$ cat src/rtl/pulse_stretch_fsm.sv
// -----------------------------------------------------------------------------
// pulse_stretch_fsm
//   Turns single-cycle event ticks into a clean level. Each accepted tick gives
//   a high pulse of HIGH_CYC cycles. That pulse is followed by a low gap of at
//   least GAP_CYC cycles. A tick that arrives during the gap is remembered and
//   fires as soon as the gap ends. Ticks that cannot be honoured are counted in
//   a saturating drop counter.
//
// Ports
//   clk       in   rising-edge clock
//   reset_n   in   asynchronous, active-low reset
//   tick      in   event strobe; each high cycle counts as one tick
//   clr_drop  in   synchronous clear of drop_cnt
//   level     out  stretched pulse (registered, high only in HIGH)
//   busy      out  high whenever the FSM is not idle (registered)
//   pending   out  a tick was captured during GAP and waits to fire
//   drop_cnt  out  saturating count of discarded ticks
// -----------------------------------------------------------------------------
module pulse_stretch_fsm #(
    parameter int unsigned HIGH_CYC  = 4,  // >= 1
    parameter int unsigned GAP_CYC   = 2,  // >= 0
    parameter int unsigned RETRIGGER = 0,  // nonzero: tick in HIGH reloads count
    parameter int unsigned CNT_W     = 8,  // holds max(HIGH_CYC, GAP_CYC) - 1
    parameter int unsigned DROP_W    = 8
) (
    input  logic              clk,
    input  logic              reset_n,
    input  logic              tick,
    input  logic              clr_drop,
    output logic              level,
    output logic              busy,
    output logic              pending,
    output logic [DROP_W-1:0] drop_cnt
);

    typedef enum logic [1:0] {
        ST_IDLE = 2'b00,
        ST_HIGH = 2'b01,
        ST_GAP  = 2'b10
    } state_e;

    localparam logic [CNT_W-1:0] HIGH_LOAD = CNT_W'(HIGH_CYC - 1);
    localparam logic [CNT_W-1:0] GAP_LOAD  = CNT_W'((GAP_CYC == 0) ? 0 : GAP_CYC - 1);

    state_e              state_q, state_d;
    logic [CNT_W-1:0]    cnt_q, cnt_d;
    logic                pending_q, pending_d;
    logic [DROP_W-1:0]   drop_q, drop_d;
    logic                level_q, busy_q;
    logic                drop_ev;

    // Next-state and counter logic.
    // NOTE: every signal gets a default at the top of the block so that no path
    // leaves it unassigned; otherwise synthesis infers latches.
    always_comb begin
        state_d   = state_q;
        cnt_d     = cnt_q;
        pending_d = pending_q;
        drop_ev   = 1'b0;

        case (state_q)
            ST_IDLE: begin
                pending_d = 1'b0;
                if (tick) begin
                    state_d = ST_HIGH;
                    cnt_d   = HIGH_LOAD;
                end
            end

            ST_HIGH: begin
                if (tick && (RETRIGGER != 0)) begin
                    // The reload takes priority over leaving HIGH on the last cycle.
                    cnt_d = HIGH_LOAD;
                end else begin
                    if (tick) drop_ev = 1'b1;
                    if (cnt_q != '0) begin
                        cnt_d = cnt_q - CNT_W'(1);
                    end else if (GAP_CYC == 0) begin
                        state_d = ST_IDLE;
                        cnt_d   = '0;
                    end else begin
                        state_d = ST_GAP;
                        cnt_d   = GAP_LOAD;
                    end
                end
            end

            ST_GAP: begin
                // One tick can be held during the gap. Any further tick is dropped.
                if (tick) begin
                    if (pending_q) drop_ev   = 1'b1;
                    else           pending_d = 1'b1;
                end
                if (cnt_q != '0) begin
                    cnt_d = cnt_q - CNT_W'(1);
                end else if (pending_q || tick) begin
                    state_d   = ST_HIGH;
                    cnt_d     = HIGH_LOAD;
                    pending_d = 1'b0;
                end else begin
                    state_d = ST_IDLE;
                    cnt_d   = '0;
                end
            end

            default: begin
                // Recover from an illegal encoding.
                state_d   = ST_IDLE;
                cnt_d     = '0;
                pending_d = 1'b0;
            end
        endcase
    end

    // Drop counter. A clear and a drop in the same cycle give a result of 1.
    always_comb begin
        drop_d = drop_q;
        if (clr_drop) begin
            drop_d = drop_ev ? DROP_W'(1) : '0;
        end else if (drop_ev && !(&drop_q)) begin
            drop_d = drop_q + DROP_W'(1);
        end
    end

    // All state and outputs are registered. Outputs are decoded from the next
    // state, so they line up with the state register and do not glitch.
    // NOTE: sequential state uses non-blocking assignments so that every
    // register samples its pre-edge value, regardless of statement order.
    always_ff @(posedge clk or negedge reset_n) begin
        if (!reset_n) begin
            state_q   <= ST_IDLE;
            cnt_q     <= '0;
            pending_q <= 1'b0;
            drop_q    <= '0;
            level_q   <= 1'b0;
            busy_q    <= 1'b0;
        end else begin
            state_q   <= state_d;
            cnt_q     <= cnt_d;
            pending_q <= pending_d;
            drop_q    <= drop_d;
            level_q   <= (state_d == ST_HIGH);
            busy_q    <= (state_d != ST_IDLE);
        end
    end

    assign level    = level_q;
    assign busy     = busy_q;
    assign pending  = pending_q;
    assign drop_cnt = drop_q;

endmodule

$ cat config.mk
export PLATFORM = sky130hd
export DESIGN_NAME = pulse_stretch_fsm
export DESIGN_NICKNAME = d
export VERILOG_FILES = /design/src/rtl/pulse_stretch_fsm.sv
export SDC_FILE = /design/constraint.sdc
export NUM_CORES = 1
export LEC_CHECK = 0
export CAP_MARGIN = 20
export CELL_PAD_IN_SITES_DETAIL_PLACEMENT = 2
export CELL_PAD_IN_SITES_GLOBAL_PLACEMENT = 2
export CORE_ASPECT_RATIO = 2
export CORE_UTILIZATION = 35
export CTS_BUF_LIST = sky130_fd_sc_hd__clkbuf_2
export DETAILED_ROUTE_END_ITERATION = 10
export DONT_BUFFER_PORTS = 1
export GPL_ROUTABILITY_DRIVEN = 0
export PLACE_DENSITY = 0.72
export SETUP_SLACK_MARGIN = 0.15
export SKIP_CTS_REPAIR_TIMING = 1
export SLEW_MARGIN = 10
export SYNTH_ARGS = -nofsm -noshare
export SYNTH_HDL_FRONTEND = slang
export SYNTH_SLANG_ARGS = --single-unit
export TNS_END_PERCENT = 20
$ cat constraint.sdc
create_clock -name clk -period 2.2 [get_ports clk]
set_input_delay 0.44 -clock clk [delete_from_list [all_inputs] [get_ports clk]]
set_output_delay 0.44 -clock clk [all_outputs]
set_load 0.05 [all_outputs]
* Word level (Yosys, flattened, before mapping) *
Cells that the tools add are included.

cells by class
  add/sub/neg operators = 2
  equal/unequal tests = 4
  muxes and demuxes = 21
  reductions and logical operators = 8

operators by type and width
  kind                 count
  $mux 8               5
  $pmux 8 s3           1
  $add 8x1->8 const B  1
  $mux 1               8
  $mux 2               4
  $reduce_and 8->1     1
  $reduce_bool 8->1    1
  $sub 8x1->8 const B  1
  $pmux 2 s3           1
  $eq 2x1->1 const B   2
  $pmux 1 s2           2
  $reduce_bool 2->1    2
  $eq 2x2->1 const B   1
  $logic_not 2->1      1
  $ne 2x2->1 const B   1
  $logic_and 1x1->1    1
  $logic_not 1->1      1
  $logic_or 1x1->1     1

storage, ports and cells
  register bits = 21
  input port bits = 4
  output and inout port bits = 11
  logic and storage cells = 41

* Longest topological paths before layout *
  depth after elaboration = 6
  mapped depth = 7
  depth with buffers taken out = 6

* Worst setup path before layout *
No wires, ideal clock.

  path type = flip-flop to flip-flop
  from = register drop_q[0], in the netlist drop_cnt[0]
  to = register drop_q[6], in the netlist drop_cnt[6]
  setup time = 125 ps
  data arrival time = 2117 ps
  data required time = 2075 ps
  path slack = -42 ps
  cell stages (with the launch flop) = 6
  path buffers = 0
  period minus slack after synthesis = 2242 ps
  cells stage by stage = dfrtp_1 ha_1 and4_1 a211oi_1 nand4_1 mux2_2

between the ends
  longest elaborated chain between the ends = 4

RTL lines
  item                                                                 RTL line  RTL
  from (decl)                                                          48        logic [DROP_W-1:0] drop_q, drop_d;
  from (signal assigned)                                               141       drop_q <= drop_d;
  parallel branches: the longest is 4 deep, another holds $add 8x1->8  n/a

Several ways; the timed one is not identified. The select of a mux whose other input is x is not followed.
A chain may end at the register's enable or synchronous reset.

* Worst setup path after layout *
  from = register state_q[0]
  to = register drop_q[7], in the netlist drop_cnt[7]

between the ends
  longest elaborated chain between the ends = 4

RTL lines
  item                                             RTL line  RTL
  from (decl)                                      45        state_e state_q, state_d;
  from (signal assigned)                           138       state_q <= state_d;
  $eq 2x2->1 / $eq 2x1->1 (equally long branches)  61        case (state_q)
  $pmux 1 s2 *                                     61
  $logic_and 1x1->1 *                              120       end else if (drop_ev && !(&drop_q)) begin
  $reduce_bool 2->1 (no line) *                    n/a

Mark *: on every way between the ends. The rest lies on a longest branch, timed or not.

==> summary.md <==
The worst setup path is launched from a register. The region available for standard cell placement spans 3380 sq um. After filler insertion, the fill cell instance count of the layout stands at 374. The most common cell in the synthesized netlist is dfrtp_1. After synthesis, the largest area contributor takes up 43.0% of total cell area.

Yosys mapped the design onto 41 distinct sky130hd cell types. The final reports fail on design-rule violations. Entering global routing, the biggest net connects 22 pins. Averaged over all synthesized cells, the footprint is 9.55 sq um. Hold is met by 0.128 ns. The run gives 0 as the initial antenna violation count. The first global-routing pass estimated 6070 um of wire. Along the worst path, the maximum fanout reaches 4. The design draws 2.00 mW. The floorplan step defined a die boundary enclosing 3750 sq um. The width of the die came out at 43.8 um. The worst hold path belongs to the class input port to register.

The tool flagged a number of max-cap violations equal to 0. For this design the ratio of total power to cell area is 1320 nW/um^2. The tools report the hold violation count in the final report as 0. Walking the worst path, the cells encountered are inv_2 -> ha_2 -> a21oi_2 -> or4b_4 -> or4_4 -> a21oi_2. During synthesis, Yosys emitted a total of 0 warnings.

The number of core rows came out at 30. The logs give 1308 for the number of global-route vias before repair and 2 for the residual DRC count. Counting flops with a built-in enable in the synthesized netlist gives 0.

Synthesis handed over a netlist of 128 instances. Synthesis produced a netlist with a net count of 139. The routed layout has 1120 vias. TritonCTS built the clock tree.

The path type of the worst setup path is register to register. Buffers placed on the I/O ports in this run total 0. Setup repair after global routing could not meet its margin everywhere. The final total negative setup slack came out at 0 ns. In the synthesized netlist the dominant register cell turns out to be dfrtp_1. IR analysis of the VDD net gives a maximum drop of 571 uV. After synthesis the netlist holds a flip-flop and latch count of 21. Relative to the synthesized area, the layout overhead comes to 24.5%. The tools report the final setup violation count as 0. The total overflow left after global routing is 0. In the synthesized netlist, mux cells make up 2.66% of the area. The run gives 3 as the clock buffer count from CTS. The via count normalized by instance count is 6.05.

After Yosys synthesis, full adders, half adders and majority gates account for 7.16% of the synthesized area. After Yosys synthesis, XOR and XNOR cells account for 5.02% of the synthesized area. At the pin with the least slew margin, the transition time is 0.588 ns.

The logs give 0.00989 ns for the worst clock skew and 45.0% for the final core utilization. The worst setup path is captured at a register. The share of the clock period used by the worst path was 92.7%. For the pre-CTS worst setup slack, the log shows 0.0404 ns. Cell occurring most often along the worst timing path: a21oi_2.

By area, the combinational part of the netlist is dominated by simple AND/OR/NAND/NOR gates. For this run, the total global-route usage over all layers was measured as 22.0%. Measured against its own limit, the worst slew margin works out to 59.8%. The number of routed nets with antenna violations is 0.

The run gives 0 as the count of final max-slew check failures. The commonest cells after synthesis are 21 x dfrtp_1, 18 x nor2_1, 12 x a21oi_1, 7 x ha_1, 7 x inv_1. For this configuration, the core starts out at a cell density of 36.2%. The cell type contributing the most total cell area after synthesis is dfrtp_1. The synthesized area was 1220 sq um; the layout cell share with drive strength beyond 1 was 31.4%. For this design the static power due to leakage is 0.673 nW. Clock tree synthesis selected as its root buffer the cell clkbuf_2. The final critical-path required period came out at 2.04 ns. The required time of the critical path was 2.48 ns; the share of synthesized flip-flops with an asynchronous set or reset was 100%.

Setup slack on the critical path of the routed design comes to 0.162 ns. The largest stage delay on the critical path was 0.54 ns; the TritonCTS sink count was 21. Timing would allow up to 0.491 GHz. The critical-path cell with the highest stage delay is or4b_4. The clock tree buffer depth came out at 2.

The boundary pin count came out at 15. The overall routed net length is 3750 um, and the violation count after the first detailed-routing iteration is 18. The run finished, with violations left. The repair_antennas step left the layout with diodes totalling 0.

After Yosys synthesis, and, or, nand and nor cells account for 22.8% of the synthesized area. The share of the Yosys chip area taken by registers is 43.0%. Ranked by total cell area, the synthesized netlist is headed by dfrtp_1 43%, ha_1 7.2%, nor2_1 5.5%. The final-stage net count was 165; the average wire length per cell after detail routing was 20.2 um. The logs give 2960 um for the HPWL after detailed placement and 6 for the number of iterations in the first detailed-routing pass. Clock-pin slew was measured on the worst setup and hold paths at 0.21 ns. The die is 85.6 um tall. The synthesized-area fraction occupied by ao, oa, aoi and oai cells is 16.6%. For the clock latency reported for the late side of the worst-skew pair, the log shows 0.34 ns. The tools report the total number of H-tree levels as 1. The run gives 2.32 ns as the critical path arrival.
cells by family (layout without fill, tap and decap cells):
kind of cell             after synthesis  count (layout)
flip-flops                            21              21
XOR/XNOR                               7               7
multiplexers                           3               3
buffers and inverters                  9              34
adder cells (fa/ha/maj)                7               7
AO/OA/AOI/OAI                         31              31
AND/OR/NAND/NOR                       50              50
path summary, 6_finish.rpt:
kind | from | endpoint | slack, ns | depth (start not counted)
worst max-delay path | state_q[0] | drop_cnt[7] | 0.16 | 6
worst min-delay path | clr_drop | drop_cnt[1] | 0.13 | 1
worst max register to register | state_q[0] | drop_cnt[7] | 0.16 | 6
worst min register to register | cnt_q[7] | cnt_q[7] | 0.63 | 2
max in group asynchronous | reset_n | drop_cnt[5] | 1.56 | 2
min in group asynchronous | reset_n | drop_cnt[3] | 0.49 | 2
report_power, final:
part / internal [mW] / switching [mW]
clock: 0.0412 / 0.125
sequential: 0.505 / 0.180
combinational: 0.494 / 0.656
total: 1.04 / 0.961
placed cells by master, fill, tap and decap left out, types with 3 or more instances in the layout:
master	n
buf_4	21
o21ai_0	4
nor3_1	3
ha_1	3
inv_1	5
dfrtp_1	18
nor2_1	18
xor2_1	5
dfrtp_2	3
nand2_1	5
a21oi_1	10
clkbuf_2	3
nand3_1	3
worst max-delay path, delay by kind of cell (launching register included):
kind | cells | cell delay (ns)
AOI/OAI and AO/OA | 2 | 0.21
adders and majority gates | 1 | 0.20
buffers and inverters | 1 | 0.11
DFF | 1 | 0.49
and+or+nand+nor | 2 | 0.97
cell type report:
cell class / instances / area [sq um] / area share, %
clock buffers: 3 / 15.0 / 0.987
multi-input cells: 98 / 718 / 47.2
well taps: 32 / 40.0 / 2.63
repair buffers: 23 / 188 / 12.3
inverters: 7 / 26.3 / 1.73
flip-flops and latches: 21 / 529 / 34.8
clock inverters: 1 / 5.00 / 0.329
state kept, by name, indices dropped and copies added (netlist names):
register and cells:
busy 1, cnt_q 8, drop_cnt 8, level 1, pending 1, state_q 2
routing by layer:
metal | global-route usage, % | up-vias | share of wire (%)
met4 | 9.09 | 0 | 2.8
met2 | 46.3 | 19 | 63
met5 | 0 | - | 0
li1 | - | 518 | -
met1 | 18.8 | 573 | 32
met3 | 1.89 | 10 | 1.9
through the flow:
stage	instances	instance area (sq um)
after floorplan	128	1240
after global placement	174	1400
after detailed placement	174	1400
after CTS	178	1420
after global routing	185	1520
final	185	1520
(Power assumes the default switching activity.)
